`src/rtl/subleq_sequencer_pkg.sv`:
```
// Shared SUBLEQ definitions: default word width, halt address and FSM state encoding.
// Pure declarations, no logic; imported by the sequencer and its ALU.
package subleq_sequencer_pkg;

  localparam int WORD_SIZE_DEF = 8;
  localparam int HALT_ADDR_DEF = 255;

  typedef enum logic [3:0] {
    ST_IDLE    = 4'd0,
    ST_FETCH_A = 4'd1,
    ST_FETCH_B = 4'd2,
    ST_FETCH_C = 4'd3,
    ST_READ_A  = 4'd4,
    ST_READ_B  = 4'd5,
    ST_WRITE   = 4'd6,
    ST_HALT    = 4'd7,
    ST_WAIT    = 4'd8
  } state_t;

endpackage

```
`src/rtl/subleq_alu.sv`:
```
// SUBLEQ arithmetic: diff = vb - va, branch taken when diff <= 0 (signed), next pc select.
// Purely combinational, zero latency, no flow control.
module subleq_alu #(
  parameter int WORD_SIZE = 8
) (
  input  logic [WORD_SIZE-1:0] va,
  input  logic [WORD_SIZE-1:0] vb,
  input  logic [WORD_SIZE-1:0] pc,
  input  logic [WORD_SIZE-1:0] c,
  output logic [WORD_SIZE-1:0] diff,
  output logic                 taken,
  output logic [WORD_SIZE-1:0] next_pc
);

  assign diff    = vb - va;
  assign taken   = (diff == '0) || diff[WORD_SIZE-1];
  assign next_pc = taken ? c : pc + WORD_SIZE'(3);

endmodule

```
`src/rtl/subleq_sequencer.sv`:
```
// SUBLEQ engine owning all memory traffic: 6 cycles/instruction (7 with SUBLEQ_STEP_EN, gated by step in WAIT).
// Outputs are registered, so each state's strobes/address are prepared on the edge entering that state.
module subleq_sequencer
  import subleq_sequencer_pkg::*;
#(
  parameter int WORD_SIZE = WORD_SIZE_DEF,
  parameter int HALT_ADDR = HALT_ADDR_DEF
) (
  input  logic                 clk,
  input  logic                 areset_n,
`ifdef SUBLEQ_STEP_EN
  input  logic                 step,
`endif
  output logic                 load,
  output logic                 store,
  output logic [WORD_SIZE-1:0] addr,
  output logic [WORD_SIZE-1:0] mem_in,
  input  logic [WORD_SIZE-1:0] mem_out,
  output logic [WORD_SIZE-1:0] pc,
  output logic                 halted,
  output logic                 instr_done
);

  localparam logic [WORD_SIZE-1:0] HALT_A = WORD_SIZE'(HALT_ADDR);

  state_t               r_state;
  logic [WORD_SIZE-1:0] r_pc, r_a, r_b, r_c, r_va, r_vb;
  logic                 r_load, r_store, r_halted, r_done;
  logic [WORD_SIZE-1:0] r_addr, r_mem_in;

  logic [WORD_SIZE-1:0] w_alu_vb, w_diff, w_next_pc;
  logic                 w_taken, w_halt;

  // In READ_B the B operand is still on mem_out, so diff is ready to register as WRITE's mem_in.
  assign w_alu_vb = (r_state == ST_READ_B) ? mem_out : r_vb;
  assign w_halt   = w_taken && (r_c == HALT_A);

  subleq_alu #(.WORD_SIZE(WORD_SIZE)) u_alu (
    .va      (r_va),
    .vb      (w_alu_vb),
    .pc      (r_pc),
    .c       (r_c),
    .diff    (w_diff),
    .taken   (w_taken),
    .next_pc (w_next_pc)
  );

  always_ff @(posedge clk or negedge areset_n) begin
    if (!areset_n) begin
      r_state  <= ST_IDLE;
      r_pc     <= '0;
      r_a      <= '0;
      r_b      <= '0;
      r_c      <= '0;
      r_va     <= '0;
      r_vb     <= '0;
      r_load   <= 1'b0;
      r_store  <= 1'b0;
      r_addr   <= '0;
      r_mem_in <= '0;
      r_halted <= 1'b0;
      r_done   <= 1'b0;
    end else begin
      r_load   <= 1'b0;
      r_store  <= 1'b0;
      r_addr   <= '0;
      r_mem_in <= '0;
      r_done   <= 1'b0;
      case (r_state)
        ST_IDLE: begin
`ifdef SUBLEQ_STEP_EN
          r_state <= ST_WAIT;
`else
          r_state <= ST_FETCH_A;
          r_load  <= 1'b1;
          r_addr  <= r_pc;
`endif
        end
`ifdef SUBLEQ_STEP_EN
        ST_WAIT: begin
          if (step) begin
            r_state <= ST_FETCH_A;
            r_load  <= 1'b1;
            r_addr  <= r_pc;
          end
        end
`endif
        ST_FETCH_A: begin
          r_a     <= mem_out;
          r_state <= ST_FETCH_B;
          r_load  <= 1'b1;
          r_addr  <= r_pc + WORD_SIZE'(1);
        end
        ST_FETCH_B: begin
          r_b     <= mem_out;
          r_state <= ST_FETCH_C;
          r_load  <= 1'b1;
          r_addr  <= r_pc + WORD_SIZE'(2);
        end
        ST_FETCH_C: begin
          r_c     <= mem_out;
          r_state <= ST_READ_A;
          r_load  <= 1'b1;
          r_addr  <= r_a;
        end
        ST_READ_A: begin
          r_va    <= mem_out;
          r_state <= ST_READ_B;
          r_load  <= 1'b1;
          r_addr  <= r_b;
        end
        ST_READ_B: begin
          r_vb     <= mem_out;
          r_state  <= ST_WRITE;
          r_store  <= 1'b1;
          r_addr   <= r_b;
          r_mem_in <= w_diff;
          r_done   <= 1'b1;
        end
        ST_WRITE: begin
          r_pc <= w_next_pc;
          if (w_halt) begin
            r_state  <= ST_HALT;
            r_halted <= 1'b1;
          end else begin
`ifdef SUBLEQ_STEP_EN
            r_state <= ST_WAIT;
`else
            r_state <= ST_FETCH_A;
            r_load  <= 1'b1;
            r_addr  <= w_next_pc;
`endif
          end
        end
        ST_HALT: r_state <= ST_HALT;
        default: r_state <= ST_IDLE;
      endcase
    end
  end

  assign load       = r_load;
  assign store      = r_store;
  assign addr       = r_addr;
  assign mem_in     = r_mem_in;
  assign pc         = r_pc;
  assign halted     = r_halted;
  assign instr_done = r_done;

endmodule

```
`config.mk`:
```
export PLATFORM = sky130hd
export DESIGN_NAME = subleq_sequencer
export DESIGN_NICKNAME = d
export VERILOG_FILES = /design/src/rtl/subleq_sequencer_pkg.sv /design/src/rtl/subleq_alu.sv /design/src/rtl/subleq_sequencer.sv
export SDC_FILE = /design/constraint.sdc
export NUM_CORES = 1
export LEC_CHECK = 0
export BUFFER_PORTS_ARGS = -buffer_cell sky130_fd_sc_hd__buf_2
export CORE_MARGIN = 2
export CORE_UTILIZATION = 35
export DETAILED_ROUTE_END_ITERATION = 8
export RECOVER_POWER = 25
export SYNTH_ARGS = -nofsm -noshare
export SYNTH_HDL_FRONTEND = slang
export SYNTH_SLANG_ARGS = --single-unit
```
`constraint.sdc`:
```
create_clock -name clk -period 3.7 [get_ports clk]
set_input_delay 0.555 -clock clk [delete_from_list [all_inputs] [get_ports clk]]
set_output_delay 0.555 -clock clk [all_outputs]
set_load 0.01 [all_outputs]
```
==> parameters.txt, run 1 <==
Parameter                              Value

Clock tree
  Cts bufs inserted    9
  Clock tree from TritonCTS    built
  Later-pin clock latency in the skew report    0.33 ns
  Clock-pin transition on the worst setup and hold timing paths    0.08 ns
  TritonCTS sink count    70
  CTS H-tree depth    3
  Root buffer cell    clkbuf_8
  Max Buffers Root-to-Sink    2

Setup path
  Required arrival time at the worst endpoint    3.92 ns
  Family with the most delay on the worst path    simple AND/OR/NAND/NOR gates
  Series of cell instances along the critical path    nand3b_4 -> mux2i_2 -> ha_1 -> inv_1 -> fa_1 -> a211o_1 -> and4b_1 -> a311oi_2 -> o211ai_2 -> and2_4 -> or3_4 -> a21boi_1
  Number of buffers and inverters on the critical path    1
  Worst-path fanout max    21
  Critical path endpoint category    flip-flop
  Data arrival at the endpoint of the critical path    3.65 ns
  Crit path launch type    flip-flop
  Path depth of the worst reg2reg path    12
  Number of stages on the worst setup path    12
  Slowest library cell on the worst path    fa_1
  Worst Setup Path Type    reg2reg
  CP max stage delay    0.40 ns

Die
  Floorplan die height    106.0 µm
  Top Ports    38
  Starting density of the core    35.62%
  Placeable core area    10230 µm²
  Number of core rows    37
  Die outline width    106.0 µm
  Die footprint    11250 µm²

Logic synthesis
  Top area cells in the synthesized netlist    dfrtp_1, mux2_2, ha_1
  Yosys top cell by area    dfrtp_1
  Part of the Yosys area used for sequential elements    48.06%
  Ys flop type    dfrtp_1
  #FFs+latches synth    70
  Distinct cell type count of the synthesized netlist    58
  Share of Yosys cell area claimed by the top area cell type    48.06%
  Number of enable-type register cells in the synthesized netlist    0
  Post-Synthesis Mean Instance Area    10.75 µm²
  Count of yosys warnings during synthesis    0
  Dominant cell by count in the synthesized netlist    dfrtp_1
  Most instantiated cells after synthesis    dfrtp_1, mux2_2, nand2_1
  Post-synth net total    361
  Async SR Flop Fraction    100.0%
  Cell area after synthesis    3645 µm²
  Synth Instances    339

Hold path
  Path category of the worst min-delay check    in2async

Route
  TritonRoute pass-1 iters    4
  Routed met2 length    3.751 mm
  Routed metal-1 wire length    3.988 mm
  Detailed-routed wire length on met3    299 µm
  Number of design-rule violations left by the first detailed-router iteration    122
  Routed length per placed instance    15.51 µm
  Highest layer used for signal routing    met4
  Post-DRT Antenna Nets    0
  Avg Vias per Cell    5.096
  Overall via count from detail_route    2655
  Number of DRC violations after detailed routing    0
  Total wire length    8.080 mm

Run status
  Violated checks    max-capacitance violations, max-slew violations
  Outcome    complete, but fails checks

STA
  Clock period minus final worst setup slack    3.430 ns
  Fin crit share    92.70%
  Max Clk Rate    291.6 MHz
  Minimum hold slack    0.4107 ns
  Tightest Pin Transition    1.564 ns
  Final setup violating endpoints    0
  Final-report max-slew violation count    32
  Worst relative slew slack    -4.252%
  Final Hold Viols    0
  Final-layout setup total negative slack    0 ns
  Fin Clk Skew    0.008719 ns
  RSZ-0062 raised after global routing    false

Finish
  Sequential cell area    1752 µm²
  Layout overhead on the synthesized area    15.55%
  Total number of nets in the final design    402
  Share of cells above drive strength 1    27.53%
  Number of fillers in the final layout    1016
  Multi-input logic area    1750 µm²
  Ant diodes    0

GRT
  Antenna violations before repair    0
  GRT Resource Usage Total    15.99%
  Largest net degree at the start of global routing    32
  Via count of the first global-routing pass    2775
  Sum of overflow across all layers after global routing    0
  First-pass GRT wire length    14.15 mm

Placement
  Number of port buffers    37
  Last weighted congestion value of the routability-driven placer    0.8552
  Sum of net half-perimeters after detailed placement    5.960 mm

Flow run
  # Max-Cap Violations    1
==> through the flow <==
stage	worst slack, ns	utilization [%]	instances	area, µm²
final	0.2702	41.16	521	4212
after global routing	0.01944	41.16	521	4212
after CTS	0.2481	41.21	521	4217
after detailed placement	0.2326	39.06	505	3996
after global placement	0.2819	39.06	505	3996
after floorplan	0.2105	-	339	3645
==> cells in the final DEF, fill, tap and decap left out, types with 11 or more instances in the layout <==
| master | instances |
|---|---|
| ha_1 | 11 |
| nor2_1 | 21 |
| mux2_2 | 32 |
| dfrtp_1 | 70 |
| o21ai_0 | 16 |
| nand2_1 | 29 |
| buf_2 | 36 |
| inv_1 | 18 |
| o21ai_1 | 12 |
| a21oi_1 | 16 |
| clkbuf_8 | 13 |
==> state kept, by name, summed over array words and instances (netlist names) <==
signal / count
pc: 8
r_a: 8
r_c: 8
addr: 8
mem_in: 8
instr_done: 1
r_va: 8
halted: 1
r_b: 8
r_vb: 8
load: 1
r_state: 3
==> final cells by class <==
cell class / count / share of cell area, %
clock buffers: 14 / 4.337
flip-flops and latches: 70 / 41.59
inverters: 18 / 1.604
multi-input cells: 234 / 41.56
repair buffers: 47 / 5.971
well taps: 136 / 4.040
clock inverters: 2 / 0.8913
==> layer usage <==
metal	global-route usage, %	vias to the layer above
li1	-	1290
met1	22.70	1301
met2	24.52	60
met3	3.801	4
met4	4.229	0
met5	0	-
==> kinds of logic after synthesis <==
family,Yosys count,synth area share (%)
simple gates,90,12.87
compound gates,77,14.49
flops,70,48.06
mux,42,12.77
buf+inv,35,4.153
xor+xnor,13,3.330
fa+ha+maj,12,4.325
==> what timing repair did <==
action                     in CTS  in global routing
setup endpoints to repair       0                  1
gates resized for setup         0                  1
setup buffers                   0                  0
hold buffers                    0                  0
==> final timing paths <==
kind	endpoint	slack (ns)	start
max	load$_DFF_PN0_	0.27	r_state[1]$_DFF_PN0_
min	r_vb[0]$_DFF_PN0_	0.41	areset_n
max reg2reg	load$_DFF_PN0_	0.27	r_state[1]$_DFF_PN0_
min reg2reg	halted$_DFFE_PN0P_	0.50	halted$_DFFE_PN0P_
max in group asynchronous	r_a[6]$_DFFE_PN0P_	1.29	areset_n
min in group clk	halted$_DFFE_PN0P_	0.50	halted$_DFFE_PN0P_
==> worst reg2reg max path, delay by kind of cell, from the launching register on <==
family                   cells  cell delay (ns)
AND/OR/NAND/NOR              4             1.09
adder cells (fa/ha/maj)      2             0.62
buffers and inverters        1             0.06
AO/OA/AOI/OAI                4             0.96
flip-flops                   1             0.38
multiplexers                 1             0.24
Power of run 1 is left out: the tool's default activity adds up to more than one toggle a clock period on the data nets, which glitch-free logic cannot reach.
==> run 2, diff against run 1 <==
--- a/config.mk
+++ b/config.mk
@@ -6,6 +6,7 @@
 export NUM_CORES = 1
 export LEC_CHECK = 0
 export BUFFER_PORTS_ARGS = -buffer_cell sky130_fd_sc_hd__buf_2
+export CORE_ASPECT_RATIO = 0.9
 export CORE_MARGIN = 2
 export CORE_UTILIZATION = 35
 export DETAILED_ROUTE_END_ITERATION = 8
==> parameters.txt, run 2 (synthesized netlist as in run 1, its figures left out) <==
Parameter                              Value

Run status
  Outcome    complete, no violations

Placement
  Cell total after placement    497
  Number of port buffers    37
  Sum of net half-perimeters after detailed placement    6.036 mm
  Last weighted congestion value of the routability-driven placer    0.9157

STA
  Final-layout setup total negative slack    0 ns
  Fin Clk Skew    0.005153 ns
  Final-report max-slew violation count    0
  Fin crit share    93.51%
  Final setup violating endpoints    0
  Minimum hold slack    0.3600 ns
  Max Clk Rate    289.0 MHz
  RSZ-0062 raised after global routing    false
  Final Hold Viols    0
  Clock period minus final worst setup slack    3.460 ns
  Worst relative slew slack    13.53%
  Tightest Pin Transition    1.297 ns

Clock tree
  Clock tree from TritonCTS    built
  Hold-fix buffers, CTS    0
  Number of setup buffers added after CTS    0
  Root buffer cell    clkbuf_16
  CTS H-tree depth    3
  Clock-pin transition on the worst setup and hold timing paths    0.06 ns
  Max Buffers Root-to-Sink    2
  TritonCTS sink count    70
  Later-pin clock latency in the skew report    0.33 ns
  Cts bufs inserted    9
  PostCTS Resize Cnt    0

Die
  Top Ports    38
  Die outline width    111.6 µm
  Floorplan die height    100.8 µm
  Placeable core area    10200 µm²
  Number of core rows    35
  Starting density of the core    35.72%
  Die footprint    11250 µm²

Hold path
  Path category of the worst min-delay check    in2async

Route
  Total wire length    8.402 mm
  Avg Vias per Cell    5.302
  Routed length per placed instance    16.38 µm
  Number of DRC violations after detailed routing    0
  Overall via count from detail_route    2720
  TritonRoute pass-1 iters    7
  Number of design-rule violations left by the first detailed-router iteration    216
  Post-DRT Antenna Nets    0

Finish
  Layout overhead on the synthesized area    17.85%
  Share of cells above drive strength 1    25.78%
  Total number of nets in the final design    401
  Most frequent standard cell in the layout excluding fill and tap cells    dfrtp_1
  Commonest cells after routing, fill and taps aside    dfrtp_1, buf_2, nand2_1
  Number of fillers in the final layout    978
  Multi-input logic area    1738 µm²
  Ant diodes    0
  Sequential cell area    1752 µm²
  Non-filler instance count after layout    513

GRT
  Sum of overflow across all layers after global routing    0
  Via count of the first global-routing pass    2704
  Antenna violations before repair    0
  GRT Resource Usage Total    15.88%
  First-pass GRT wire length    14.01 mm
  Largest net degree at the start of global routing    54

Setup path
  Worst Setup Path Type    reg2reg
  Setup slack of the worst register-to-register path    0.24 ns
  Series of cell instances along the critical path    nand3b_4 -> mux2i_1 -> ha_1 -> inv_1 -> fa_1 -> a211o_1 -> and4b_1 -> a311oi_2 -> o211ai_2 -> and2_4 -> or3_4 -> a21boi_1
  Crit path launch type    flip-flop
  Number of buffers and inverters on the critical path    1
  Family with the most delay on the worst path    simple AND/OR/NAND/NOR gates
  Critical R2R Capture    load$_DFF_PN0_
  Path depth of the worst reg2reg path    12
  CP max stage delay    0.39 ns
  Required arrival time at the worst endpoint    3.89 ns
  Critical path endpoint category    flip-flop
  R2r startpoint    r_state[1]$_DFF_PN0_
  Worst-path fanout max    21
  Data arrival at the endpoint of the critical path    3.65 ns
  Slowest library cell on the worst path    fa_1

Flow run
  # Max-Cap Violations    0
run 2: layer usage:
metal  share of wire (%)  global-route usage [%]
met4                 1.1                   4.463
met3                 4.6                   3.909
met2                  46                   24.48
met1                  48                   22.42
met5                   0                       0
run 2: cell type report:
type	count	area share (%)
clock buffers	10	5.564
clock inverters	6	2.156
inverters	18	1.573
multi-input cells	234	40.46
flip-flops and latches	70	40.78
well taps	129	3.758
repair buffers	46	5.709
run 2: worst max-delay path by stage:
| stage | to | cells after the start | start | slack, ns |
|---|---|---|---|---|
| global route | load$_DFF_PN0_ | 12 | r_state[1]$_DFF_PN0_ | 0.01 |
| detailed placement | load$_DFF_PN0_ | 12 | mem_out[0] | 0.20 |
| finish | load$_DFF_PN0_ | 12 | r_state[1]$_DFF_PN0_ | 0.24 |
| CTS | load$_DFF_PN0_ | 12 | r_state[1]$_DFF_PN0_ | 0.25 |
| floorplan | addr[3]$_DFF_PN0_ | 15 | r_state[0]$_DFF_PN0_ | 0.21 |
| global placement | load$_DFF_PN0_ | 12 | mem_out[0] | 0.31 |
run 2: worst reg2reg max path: cells and delay by family, from the launching register on:
kind / cells / cell delay [ns]
buffers and inverters: 1 / 0.06
and+or+nand+nor: 4 / 1.09
DFF: 1 / 0.38
AOI/OAI and AO/OA: 4 / 0.97
muxes: 1 / 0.23
adders and majority gates: 2 / 0.61
run 2: through the flow:
| step | instance area, µm² | util [%] | worst slack, ns |
|---|---|---|---|
| after floorplan | 3645 | - | 0.2105 |
| after global placement | 3975 | 38.96 | 0.3085 |
| after detailed placement | 3975 | 38.96 | 0.2022 |
| after CTS | 4307 | 42.21 | 0.2531 |
| after global routing | 4295 | 42.10 | 0.01324 |
| final | 4295 | 42.10 | 0.2402 |
Power of run 2 is left out for the same reason.
